File: src/rtl/uart_pkg.sv
// rtl/uart_pkg.sv - shared types and constants for the UART transmit path
package uart_pkg;

    typedef enum logic [1:0] {
        IDLE      = 2'd0,
        REQ       = 2'd1,
        WAIT_DONE = 2'd2,
        GAP       = 2'd3
    } feeder_state_t;

    typedef logic [7:0] uart_byte_t;

    // Parity selection codes understood by the UART top
    localparam logic [1:0] PARITY_NONE = 2'b00;
    localparam logic [1:0] PARITY_EVEN = 2'b01;
    localparam logic [1:0] PARITY_ODD  = 2'b10;

    // Baud-rate selection codes understood by the UART top
    localparam logic [1:0] BAUD_9600   = 2'b00;
    localparam logic [1:0] BAUD_19200  = 2'b01;
    localparam logic [1:0] BAUD_57600  = 2'b10;
    localparam logic [1:0] BAUD_115200 = 2'b11;

    // Width needed to hold a FIFO occupancy of 0..depth inclusive
    function automatic int level_width(input int depth);
        return $clog2(depth) + 1;
    endfunction

endpackage

File: src/rtl/uart_sync_fifo.sv
// rtl/uart_sync_fifo.sv - single-clock FIFO with registered occupancy count
module uart_sync_fifo #(
    parameter int DEPTH = 16,
    parameter int WIDTH = 8
) (
    input  logic                   clk,
    input  logic                   rst,
    input  logic                   push,
    input  logic                   pop,
    input  logic [WIDTH-1:0]       wdata,
    output logic [WIDTH-1:0]       rdata,
    output logic                   full,
    output logic                   empty,
    output logic [$clog2(DEPTH):0] level
);

    localparam int AW = $clog2(DEPTH);
    localparam int LW = AW + 1;

    logic [WIDTH-1:0] r_mem [DEPTH];
    logic [AW-1:0]    r_wr_ptr;
    logic [AW-1:0]    r_rd_ptr;
    logic [LW-1:0]    r_level;
    logic             w_push_ok;
    logic             w_pop_ok;

    // Flags come straight from the registered count so they track it exactly
    assign full      = (r_level == LW'(DEPTH));
    assign empty     = (r_level == '0);
    assign level     = r_level;
    assign w_push_ok = push && !full;
    assign w_pop_ok  = pop && !empty;
    assign rdata     = r_mem[r_rd_ptr];

    // Storage array; contents need no reset because level gates every read
    always_ff @(posedge clk) begin
        if (w_push_ok) begin
            r_mem[r_wr_ptr] <= wdata;
        end
    end

    // Pointers wrap naturally at DEPTH since DEPTH is a power of two
    always_ff @(posedge clk) begin
        if (rst) begin
            r_wr_ptr <= '0;
            r_rd_ptr <= '0;
            r_level  <= '0;
        end else begin
            if (w_push_ok) begin
                r_wr_ptr <= r_wr_ptr + AW'(1);
            end
            if (w_pop_ok) begin
                r_rd_ptr <= r_rd_ptr + AW'(1);
            end
            case ({w_push_ok, w_pop_ok})
                2'b10:   r_level <= r_level + LW'(1);
                2'b01:   r_level <= r_level - LW'(1);
                default: r_level <= r_level;
            endcase
        end
    end

endmodule

File: src/rtl/uart_tx_feeder.sv
// rtl/uart_tx_feeder.sv - buffers host bytes and paces them into the UART transmitter
module uart_tx_feeder
    import uart_pkg::*;
#(
    parameter int DEPTH = 16,
    parameter int LW    = level_width(DEPTH)
) (
    input  logic          clk,
    input  logic          rst,
    input  logic          wr_en,
    input  logic [7:0]    wr_data,
    input  logic          clr_ovf,
    output logic          full,
    output logic          empty,
    output logic [LW-1:0] level,
    output logic          overflow,
    output logic          busy,
    output logic          tx_send,
    output logic [7:0]    tx_data,
    input  logic          tx_active_flag,
    input  logic          tx_done_flag
);

    feeder_state_t r_state;
    feeder_state_t w_next_state;
    logic          r_tx_send;
    uart_byte_t    r_tx_data;
    logic          r_overflow;
    logic          w_pop;
    uart_byte_t    w_head;
    logic          w_full;
    logic          w_empty;
    logic [LW-1:0] w_level;

    uart_sync_fifo #(
        .DEPTH (DEPTH),
        .WIDTH (8)
    ) u_fifo (
        .clk   (clk),
        .rst   (rst),
        .push  (wr_en),
        .pop   (w_pop),
        .wdata (wr_data),
        .rdata (w_head),
        .full  (w_full),
        .empty (w_empty),
        .level (w_level)
    );

    assign full     = w_full;
    assign empty    = w_empty;
    assign level    = w_level;
    assign overflow = r_overflow;
    assign busy     = (r_state != IDLE);
    assign tx_send  = r_tx_send;
    assign tx_data  = r_tx_data;

    // Next-state logic; done in REQ wins over active so a fast transmitter cannot hang us
    always_comb begin
        w_next_state = r_state;
        w_pop        = 1'b0;
        case (r_state)
            IDLE: begin
                if (!w_empty) begin
                    w_pop        = 1'b1;
                    w_next_state = REQ;
                end
            end
            REQ: begin
                if (tx_done_flag) begin
                    w_next_state = GAP;
                end else if (tx_active_flag) begin
                    w_next_state = WAIT_DONE;
                end
            end
            WAIT_DONE: begin
                if (tx_done_flag) begin
                    w_next_state = GAP;
                end
            end
            GAP: begin
                w_next_state = IDLE;
            end
            default: begin
                w_next_state = IDLE;
            end
        endcase
    end

    // State register
    always_ff @(posedge clk) begin
        if (rst) begin
            r_state <= IDLE;
        end else begin
            r_state <= w_next_state;
        end
    end

    // send is registered and high exactly while the FSM sits in REQ
    always_ff @(posedge clk) begin
        if (rst) begin
            r_tx_send <= 1'b0;
        end else begin
            r_tx_send <= (w_next_state == REQ);
        end
    end

    // Byte latched on pop and held until the next pop, covering REQ through GAP
    always_ff @(posedge clk) begin
        if (rst) begin
            r_tx_data <= 8'h00;
        end else if (w_pop) begin
            r_tx_data <= w_head;
        end
    end

    // Sticky drop flag; a new drop outranks a simultaneous clear
    always_ff @(posedge clk) begin
        if (rst) begin
            r_overflow <= 1'b0;
        end else if (wr_en && w_full) begin
            r_overflow <= 1'b1;
        end else if (clr_ovf) begin
            r_overflow <= 1'b0;
        end
    end

endmodule

File: config.mk
export PLATFORM = sky130hd
export DESIGN_NAME = uart_tx_feeder
export DESIGN_NICKNAME = d
export VERILOG_FILES = /design/src/rtl/uart_pkg.sv /design/src/rtl/uart_sync_fifo.sv /design/src/rtl/uart_tx_feeder.sv
export SDC_FILE = /design/constraint.sdc
export NUM_CORES = 1
export LEC_CHECK = 0
export CAP_MARGIN = 20
export CORE_ASPECT_RATIO = 1.5
export CORE_MARGIN = 4
export CORE_UTILIZATION = 40
export CTS_CLUSTER_DIAMETER = 30
export CTS_CLUSTER_SIZE = 40
export DETAILED_ROUTE_END_ITERATION = 8
export GPL_ROUTABILITY_DRIVEN = 0
export PLACE_DENSITY = 0.65
export SYNTH_ARGS = -nofsm -noshare
export SYNTH_HDL_FRONTEND = slang
export SYNTH_SLANG_ARGS = --single-unit
export TNS_END_PERCENT = 20
File: constraint.sdc
create_clock -name clk -period 2.75 [get_ports clk]
set_input_delay 0.55 -clock clk [delete_from_list [all_inputs] [get_ports clk]]
set_output_delay 0.55 -clock clk [all_outputs]
set_load 0.02 [all_outputs]
=== After elaboration in Yosys (flattened, before gate mapping) ===
Memories as Yosys holds them, arrays and structs flattened. A register that Yosys moved wholly into a read port is not among the register bits.
Cells that the tools add are included.

* Flip-flop bits (word level): 17
* Latch bits: 0
* Bits in writable memories: 128
* ROM bits: 0
* Bits of input ports: 14
* Output and inout port bits: 18
* Logic and storage cells: 40
* Memories: 1

* Add/sub/neg operators: 4
* Multipliers: 0
* Divide/modulo/power cells: 0
* Order comparisons: 0
* Eq/ne operators: 7
* Shift-type cells: 0
* Muxes and demuxes: 12
* Bitwise gates (word level): 0
* Reduce and logical (&&, ||, !) cells: 10

{| class="wikitable"
|+ Memories
! name !! words !! width !! read ports !! clocked after memory_dff !! write ports !! line !! text
|-
| u_fifo.r_mem || 16 || 8 || 1 || 1 || 1 || uart_sync_fifo.sv:20 || <nowiki>logic [WIDTH-1:0] r_mem [DEPTH];</nowiki>
|}

{| class="wikitable"
|+ Operators by type and width
! kind !! number
|-
| $pmux 5 s2 || 1
|-
| $add 4x1->4 const B || 2
|-
| $mux 2 || 4
|-
| $pmux 2 s4 || 1
|-
| $eq 2x1->1 const B || 3
|-
| $eq 2x2->1 const B || 3
|-
| $mux 1 || 6
|-
| $reduce_bool 2->1 || 3
|-
| $add 5x1->5 const B || 1
|-
| $eq 5x5->1 const B || 1
|-
| $logic_not 5->1 || 1
|-
| $sub 5x1->5 const B || 1
|-
| $logic_and 1x1->1 || 3
|-
| $logic_not 1->1 || 2
|-
| $logic_not 2->1 || 1
|}

=== Depth between registers and ports, before layout ===
Gate-level depths: netlist (run 1).

* Depth after elaboration: 6
* Gate-level depth with buffers: 12
* Mapped depth without buffers: 11

=== By module ===
A second synthesis (run 1) with hierarchy kept.

* Cell total of the unflattened synthesis: 380
* Area, all modules: 6331.1 um^2

{| class="wikitable"
|+ Modules (own cells, without submodules)
! module !! instances !! cells an instance !! area each (um^2) !! sequential area each (um^2)
|-
| uart_sync_fifo || 1 || 324 || 5836.8 || 4184.0
|-
| uart_tx_feeder || 1 || 56 || 494.2 || 240.2
|}

=== Least setup slack after synthesis (run 1) ===
Ideal clock, no wire load.

* Path type: register to register
* Start: reg u_fifo.r_level[0] (netlist: u_fifo.level[0])
* End: reg u_fifo.r_level[4] (netlist: u_fifo.level[4])
* Setup time: 0.123 ns
* Data arrival time: 2.705 ns
* Required time: 2.627 ns
* Path slack: -0.078 ns
* Cell stages (with the launch flop): 11
* Buffers on the path: 1
* Period minus slack after synthesis: 2.828 ns
* Path through: dfxtp_1 nor4_2 a21oi_1 buf_2 ha_1 ha_1 nor2b_1 o21ai_0 a21oi_1 or3b_1 mux2_1

* Word-level cells in the longest chain between the ends: 6
* Elaborated cells on any way between the ends: 14
* Classes of those cells: 2 x add/sub; 3 x eq/ne; 3 x mux; 6 x reduce/logical

{| class="wikitable"
|+ Ends and longest elaborated chain
! element !! line !! text
|-
| start, declared || uart_sync_fifo.sv:23 || <nowiki>logic [LW-1:0] r_level;</nowiki>
|-
| start signal, assigned || uart_sync_fifo.sv:56 || <nowiki>2'b10: r_level <= r_level + LW'(1);</nowiki>
|-
| start signal, assigned || uart_sync_fifo.sv:57 || <nowiki>2'b01: r_level <= r_level - LW'(1);</nowiki>
|-
| start signal, assigned || uart_sync_fifo.sv:58 || <nowiki>default: r_level <= r_level;</nowiki>
|-
| $logic_not 5->1 * || uart_sync_fifo.sv:29 || <nowiki>assign empty = (r_level == '0);</nowiki>
|-
| $mux 1 * || uart_tx_feeder.sv:64 || <nowiki>if (!w_empty) begin</nowiki>
|-
| $mux 1 * || uart_tx_feeder.sv:62 || <nowiki>case (r_state)</nowiki>
|-
| named net u_fifo.pop || uart_sync_fifo.sv:9 || <nowiki>input logic pop,</nowiki>
|-
| $logic_and 1x1->1 * || uart_sync_fifo.sv:32 || <nowiki>assign w_pop_ok = pop && !empty;</nowiki>
|-
| $eq 2x1->1 or $eq 2x2->1 (tied branches) || uart_sync_fifo.sv:55 || <nowiki>case ({w_push_ok, w_pop_ok})</nowiki>
|-
| $pmux 5 s2 or $reduce_bool 2->1 (tied branches) || -- ||
|}

The timed path passes the listed nets; every way through them passes the cells marked *.
A chain may end at the register's enable or synchronous reset.

=== Worst setup path in the final report (run 1) ===
* Start: reg u_fifo.r_level[1] (netlist: u_fifo.level[1])
* End: reg u_fifo.r_level[4] (netlist: u_fifo.level[4])

* Word-level cells in the longest chain between the ends: 6
* Elaborated cells on any way between the ends: 14
* Classes of those cells: 2 x add/sub; 3 x eq/ne; 3 x mux; 6 x reduce/logical

{| class="wikitable"
|+ Ends and longest elaborated chain
! element !! line
|-
| $logic_not 5->1 || uart_sync_fifo.sv:29
|-
| $mux 1 || uart_tx_feeder.sv:64
|-
| $mux 1 || uart_tx_feeder.sv:62
|-
| $logic_and 1x1->1 || uart_sync_fifo.sv:32
|-
| $eq 2x1->1 or $eq 2x2->1 (tied branches) || uart_sync_fifo.sv:55
|-
| $pmux 5 s2 or $reduce_bool 2->1 (tied branches) || --
|}

Several ways; a longest one is shown, not always the timed one.

==> qor.yml, run 1 <==
critical_path:
  cp_data_required_time_ps: 3060
  critPathSlowestCell: "fa_1"
  crit_path_end_kind: "flip-flop"
  rrSetupSlack_ps: 140
  crit_fanout: 4
  crit_path_end: "u_fifo.level[4]$_SDFFE_PP0P_"
  path_buf_inv: 2
  critical_path.max_stage_delay_ps: 400
  crit-reg2reg-launch: "u_fifo.level[1]$_SDFFE_PP0P_"
  r2r-end: "u_fifo.level[4]$_SDFFE_PP0P_"
  path_common_cell: "inv_1"
  reg2reg_depth: 11
  startpoint_type: "flip-flop"
  worstPathArrival_ps: 2910
  path_cells: "nor4_4, a21boi_2, inv_1, ha_2, inv_1, fa_1, nor2b_2, o21ai_1, nand3_1, or3b_1, mux2_1"
  path_delay_family: "simple AND/OR/NAND/NOR gates"
  crit_cells: 11
  path_class: "flip-flop to flip-flop"
  worstSetupStartpoint: "u_fifo.level[1]$_SDFFE_PP0P_"
floorplanning:
  core_um2: 15000
  die-area_um2: 17300
  rows: 55
  die_y_um: 159
  fp.dieW_um: 109
  io_pins: 32
  start_util_pct: 40.7
min_path:
  hold_depth: 2
  hold_class: "flip-flop to flip-flop"
timing:
  tightest_slew_ps: 736
  timing.final.hold_violations: 0
  min_period_over_period_pct: 94.8
  period_minus_slack_ps: 2610
  relSlewSlack_pct: 50.9
  rsz0062_at_grt: "false"
  setup_viol: 0
  tns_ps: 0
  drv_slew: 0
  fin_skew_ps: 11.4
  timing.fmax_mhz: 383
logic_synthesis:
  ys_async_sr_fraction_pct: 0
  synth_edf_count: 128
  yosys_warnings: 0
  yosysUniqueCellTypes: 39
  synthesis.area_um2: 6100
  synthFlopType: "edfxtp_1"
  synthCells: 379
  synth_nets: 403
  synth_seq_area_share_pct: 71.2
  synth-seq-cells: 153
  avgSynthCellArea_um2: 16.1
grt:
  grt_pass1_wl_mm: 19.3
  grt-ovfl-total: 0
  antenna_found_initial: 0
  grt_max_degree: 25
  grt_use_total_pct: 15.1
  grt_pass1_vias: 3481
clock_tree:
  ctsRootBufferMaster: "clkbuf_16"
  cts_tree: "built"
  insertion_delay_ps: 410
  htree_levels: 4
  cts.sinks: 153
  cts_buffer_depth: 2
  numCtsBuffers: 17
  clkTransAtPathRegs_ps: 60
pwr:
  swShare_pct: 27.8
  pwr-share-comb_pct: 25.5
  worst_ir_drop_vdd_uv: 565
  power_switching_w: 0.00194
  p_seq_share_pct: 40.5
  clkPwrFrac_pct: 34.0
  power_leakage_nw: 2.42
  power_density_nw_per_um2: 941
  p_total_w: 0.00700
  p_int_w: 0.00505
layout:
  layout_commonest_cell: "edfxtp_1"
  fillCellCount: 1300
  syn_to_final_growth_pct: 21.8
  final_cell_mix: "128 x edfxtp_1, 46 x nor2_1, 34 x mux2i_1"
  diodes: 0
  nets: 464
  drive_above_1_share_pct: 19.0
routing:
  drt-total-wl_mm: 12.2
  antenna_left: 0
  dr.pass1.iters: 4
  wl_per_cell_um: 18.7
  drtIter0Drc: 131
  via_count: 3306
  drc: 0
  avgViaCountPerCell: 5.07
placement:
  io_buffers: 31
  hpwl_mm: 8.56
flow_run:
  maxCapViolCount: 0
outcome:
  status: "complete, no violations"
synthesized netlist by cell type, types with 8 or more instances:
| cell | n | area share, % |
|---|---|---|
| mux2i_1 | 34 | 5.6 |
| ha_1 | 9 | 1.8 |
| inv_1 | 10 | 0.62 |
| buf_2 | 10 | 0.82 |
| edfxtp_1 | 128 | 63 |
| nor2_1 | 47 | 2.9 |
| a21oi_1 | 8 | 0.66 |
| o22ai_1 | 16 | 1.6 |
| mux4_2 | 16 | 5.9 |
| nand2_1 | 8 | 0.49 |
| dfxtp_1 | 25 | 8.2 |
| a22oi_1 | 8 | 0.98 |
| a311oi_1 | 8 | 1.1 |
sequential cells by signal (all words and copies together), names as in the netlist:
register	cells
tx_send	1
u_fifo.r_rd_ptr	4
u_fifo.r_mem	128
tx_data	8
r_state	2
overflow	1
u_fifo.level	5
u_fifo.r_wr_ptr	4
power groups by stage:
stage	Combinational, W	Clock [W]	Sequential, W
final	0.00179	0.00238	0.00283
after global routing	0.00198	0.00252	0.00286
after CTS	0.00181	0.00242	0.00284
after detailed placement	0.00180	0	0.00289
after global placement	0.00177	0	0.00287
after floorplan	0.00101	0	0.00298
how the worst min path moves through the flow:
stage / startpoint / end / slack, ps
final: tx_data[1]$_SDFFE_PP0P_ / tx_data[1]$_SDFFE_PP0P_ / 500
after detailed placement: tx_data[1]$_SDFFE_PP0P_ / tx_data[1]$_SDFFE_PP0P_ / 500
after global placement: tx_data[5]$_SDFFE_PP0P_ / tx_data[5]$_SDFFE_PP0P_ / 500
after global routing: tx_data[4]$_SDFFE_PP0P_ / tx_data[4]$_SDFFE_PP0P_ / 520
after CTS: tx_data[1]$_SDFFE_PP0P_ / tx_data[1]$_SDFFE_PP0P_ / 510
after floorplan: r_state[1]$_SDFF_PP0_ / r_state[1]$_SDFF_PP0_ / 490
per-layer routing:
| metal | wire length [µm] | vias up | global-route usage [%] |
|---|---|---|---|
| met1 | 4570 | 1647 | 15.9 |
| met4 | 295 | 0 | 7.12 |
| met3 | 382 | 18 | 2.72 |
| li1 | - | 1576 | - |
| met5 | 0 | - | 0 |
| met2 | 6920 | 65 | 28.1 |
area by class of cell:
cell class	instances	area (µm²)	area share, %
clock buffer	18	429	5.77
clock inverter	14	180	2.42
inverter	10	37.5	0.505
multi-input combinational	195	1630	21.9
sequential	153	4350	58.5
tap	199	249	3.35
timing repair buffer	63	563	7.57
what timing repair did:
| item | in CTS | in global routing |
|---|---|---|
| setup endpoints to repair | 0 | 1 |
| hold buffers | 0 | 0 |
| buffers inserted | 0 | 0 |
| gates resized for setup | 0 | 4 |
cell families (layout without fill, tap and decap cells):
family          after synthesis  in the layout  share of synthesized area [%]
flops                       153            153                           71.2
simple gates                 79             79                           5.97
mux                          51             51                           11.7
compound gates               47             47                           5.43
buf+inv                      31            105                           2.42
fa+ha+maj                    10             10                           2.17
xor+xnor                      8              8                           1.15
tightest hold or removal path, cell delays in order, from the launching register on:
cell and delay [ps]:
dfxtp_1 310, nor2_1 90, a311oi_1 50
stage by stage:
stage / cell area, µm² / util (%) / setup slack, ps / hold WS (ps) / instances
floorplan: 6110 / - / 2.05 / 488 / 379
global placement: 6820 / 45.4 / -215 / 495 / 620
detailed placement: 6820 / 45.4 / -276 / 499 / 620
CTS: 7430 / 49.5 / 84.4 / 507 / 652
global route: 7430 / 49.5 / 4.73 / 518 / 652
finish: 7430 / 49.5 / 142 / 503 / 652
Power figures use the tool's default switching activity.
==> inputs of run 2 (changes only) <==
--- a/config.mk
+++ b/config.mk
@@ -5,6 +5,7 @@
 export SDC_FILE = /design/constraint.sdc
 export NUM_CORES = 1
 export LEC_CHECK = 0
+export ABC_AREA = 1
 export CAP_MARGIN = 20
 export CORE_ASPECT_RATIO = 1.5
 export CORE_MARGIN = 4
@@ -16,5 +17,6 @@
 export PLACE_DENSITY = 0.65
 export SYNTH_ARGS = -nofsm -noshare
 export SYNTH_HDL_FRONTEND = slang
+export SYNTH_HIERARCHICAL = 1
 export SYNTH_SLANG_ARGS = --single-unit
 export TNS_END_PERCENT = 20
==> run 2 against run 1 <==
Cell count is 23% higher. Critical path depth is 6 higher. Count of clock-buffer cells in the layout up 1. First-iteration DRC count increased by 95%. Global-route usage up 0.84 points. Synthesized cell count rose by 41%. Sequential power up 5%. Final area up 3.6%. Critical path type unchanged.
==> qor.yml, run 2 <==
floorplanning:
  start_util_pct: 40.5
  core_um2: 16100
  rows: 57
  io_pins: 32
  die-area_um2: 18500
  die_y_um: 165
  fp.dieW_um: 112
placement:
  hpwl_mm: 9.92
  place_ws_ps: 299
  placed_area_um2: 7150
  io_buffers: 31
clock_tree:
  ctsRootBufferMaster: "clkbuf_16"
  cts_setup_buffers: 0
  htree_levels: 4
  clkTransAtPathRegs_ps: 70
  cts.sinks: 157
  cts_resized: 0
  cts_tree: "built"
  numCtsBuffers: 17
  insertion_delay_ps: 410
  holdBufCountCts: 0
  cts_buffer_depth: 2
routing:
  wl_per_cell_um: 17.9
  antenna_left: 0
  drc: 0
  avgViaCountPerCell: 5.18
  drtIter0Drc: 256
  drt-total-wl_mm: 14.4
  dr.pass1.iters: 4
  via_count: 4147
timing:
  whs_ps: 481
  relSlewSlack_pct: 55.4
  fin_skew_ps: 10.5
  drv_slew: 0
  tightest_slew_ps: 668
  worst_slack_ps: 257
  timing.final.hold_violations: 0
  timing.fmax_mhz: 401
  setup_viol: 0
  period_minus_slack_ps: 2490
  min_period_over_period_pct: 90.6
  tns_ps: 0
  rsz0062_at_grt: "false"
pwr:
  power_density_nw_per_um2: 948
  power_leakage_nw: 2.80
  worst_ir_drop_vdd_uv: 530
  p_total_w: 0.00730
grt:
  grt-ovfl-total: 0
  grt_use_total_pct: 15.9
  antenna_found_initial: 0
  grt_max_degree: 59
  grt_pass1_wl_mm: 22.3
  grt_pass1_vias: 4255
critical_path:
  crit_fanout: 10
  worstPathArrival_ps: 2810
  worstSetupStartpoint: "u_fifo/level[1]$_SDFFE_PP0P_"
  crit-reg2reg-launch: "u_fifo/level[1]$_SDFFE_PP0P_"
  cp_data_required_time_ps: 3060
  startpoint_type: "flip-flop"
  crit_path_end_kind: "flip-flop"
  path_class: "flip-flop to flip-flop"
layout:
  syn_to_final_growth_pct: 17.9
  diodes: 0
  top_register: "u_fifo/r_mem"
  largest_register_ff_count: 128
  drive_above_1_share_pct: 11.8
  nets: 604
  layout_commonest_cell: "edfxtp_1"
  final_cell_mix: "128 x edfxtp_1, 61 x inv_1, 52 x o21ai_0"
  finish.instance_area_um2: 7700
logic_synthesis:
  synthCells: 533
  synth_seq_area_share_pct: 67.7
  muxShareOfSynthArea_pct: 4.90
  synth_top_family_by_area: "compound AO/OA/AOI/OAI gates"
  synth-xor-area-share_pct: 0.670
  synth_area_leader_cell: "edfxtp_1"
  synth-seq-cells: 157
  ys_async_sr_fraction_pct: 0
  synth.area.top_cells: "edfxtp_1 59%, dfxtp_1 8.9%, mux2i_1 4.9%"
  synthFlopType: "edfxtp_1"
  yosys.area_share.simple_pct: 8.27
  synth_nets: 555
  avgSynthCellArea_um2: 12.3
  synth_edf_count: 128
  synth_adder_area_share_pct: 1.53
  synth_compound_area_share_pct: 11.1
  synthTopCellsByCount: "128 x edfxtp_1, 61 x inv_1, 52 x o21ai_0"
  synth_most_common_cell: "edfxtp_1"
  synth_top_area_share_pct: 58.8
  yosys_warnings: 6
  synthesis.area_um2: 6530
  yosysUniqueCellTypes: 30
min_path:
  hold_class: "flip-flop to flip-flop"
  min_from: "overflow$_SDFFE_PP0P_"
outcome:
  status: "complete, no violations"
flow_run:
  maxCapViolCount: 0
-- run 2: cell types whose count changed in the layout (fill, tap and decap cells not counted), moves of 17 or more --
cell / change
inv_1: +51
nand3_1: +17
o211ai_1: +32
a21oi_1: +34
nand2_1: +23
o21ai_0: +51
-- run 2: critical path: stages (launching register included) --
cell and delay (ps):
dfxtp_1 380, nor2_2 210, nand3_2 120, inv_1 90
inv_1 60, nand2_4 120, clkinv_4 110, nand2_4 110
inv_4 60, ha_1 260, ha_1 360, inv_1 80
nor2_2 110, nand2_2 60, nand3_1 80, nand3_1 80
nand2_1 60, inv_1 30
-- run 2: final timing paths --
check                                 endpoint  slack (ps)  cells after the start
setup / recovery  u_fifo/level[4]$_SDFFE_PP0P_         260                     17
hold / removal           overflow$_SDFFE_PP0P_         480                      2
setup reg to reg  u_fifo/level[4]$_SDFFE_PP0P_         260                     17
hold reg to reg          overflow$_SDFFE_PP0P_         480                      2
-- run 2: layout make-up --
cell class	count	area (µm²)
clock buffers	19	454
flip-flops and latches	157	4430
clock inverters	13	98.8
inverters	65	251
repair buffers	52	480
multi-input cells	289	1730
well taps	206	258
fillers	1443	8420
-- run 2: layer usage --
metal  global-route usage (%)  part of all wire (%)  routed length, µm  vias to the layer above
li1                         -                     -                  -                     1998
met1                     16.8                    37               5370                     1990
met2                     29.4                    54               7710                      135
met3                     3.45                   5.2                743                       24
met4                     8.64                   3.7                538                        0
met5                        0                     0                  0                        -
-- run 2: kinds of logic (layout without fill, tap and decap cells) --
logic type	count (synthesis)	after routing
compound gates	128	128
xor+xnor	5	5
fa+ha+maj	8	8
buf+inv	87	149
flops	157	157
mux	32	32
simple gates	116	116
-- run 2: stage by stage --
step | utilization (%) | instances
floorplan | - | 533
global placement | 44.4 | 769
detailed placement | 44.4 | 769
CTS | 47.8 | 801
global route | 47.8 | 801
finish | 47.8 | 801
-- run 2: power by group --
group	switching, W	leakage, nW	internal, W	total (W)
Clock	0.000940	0.277	0.00123	0.00217
Combinational	0.00133	1.13	0.000832	0.00216
Sequential	0.000221	1.40	0.00275	0.00297
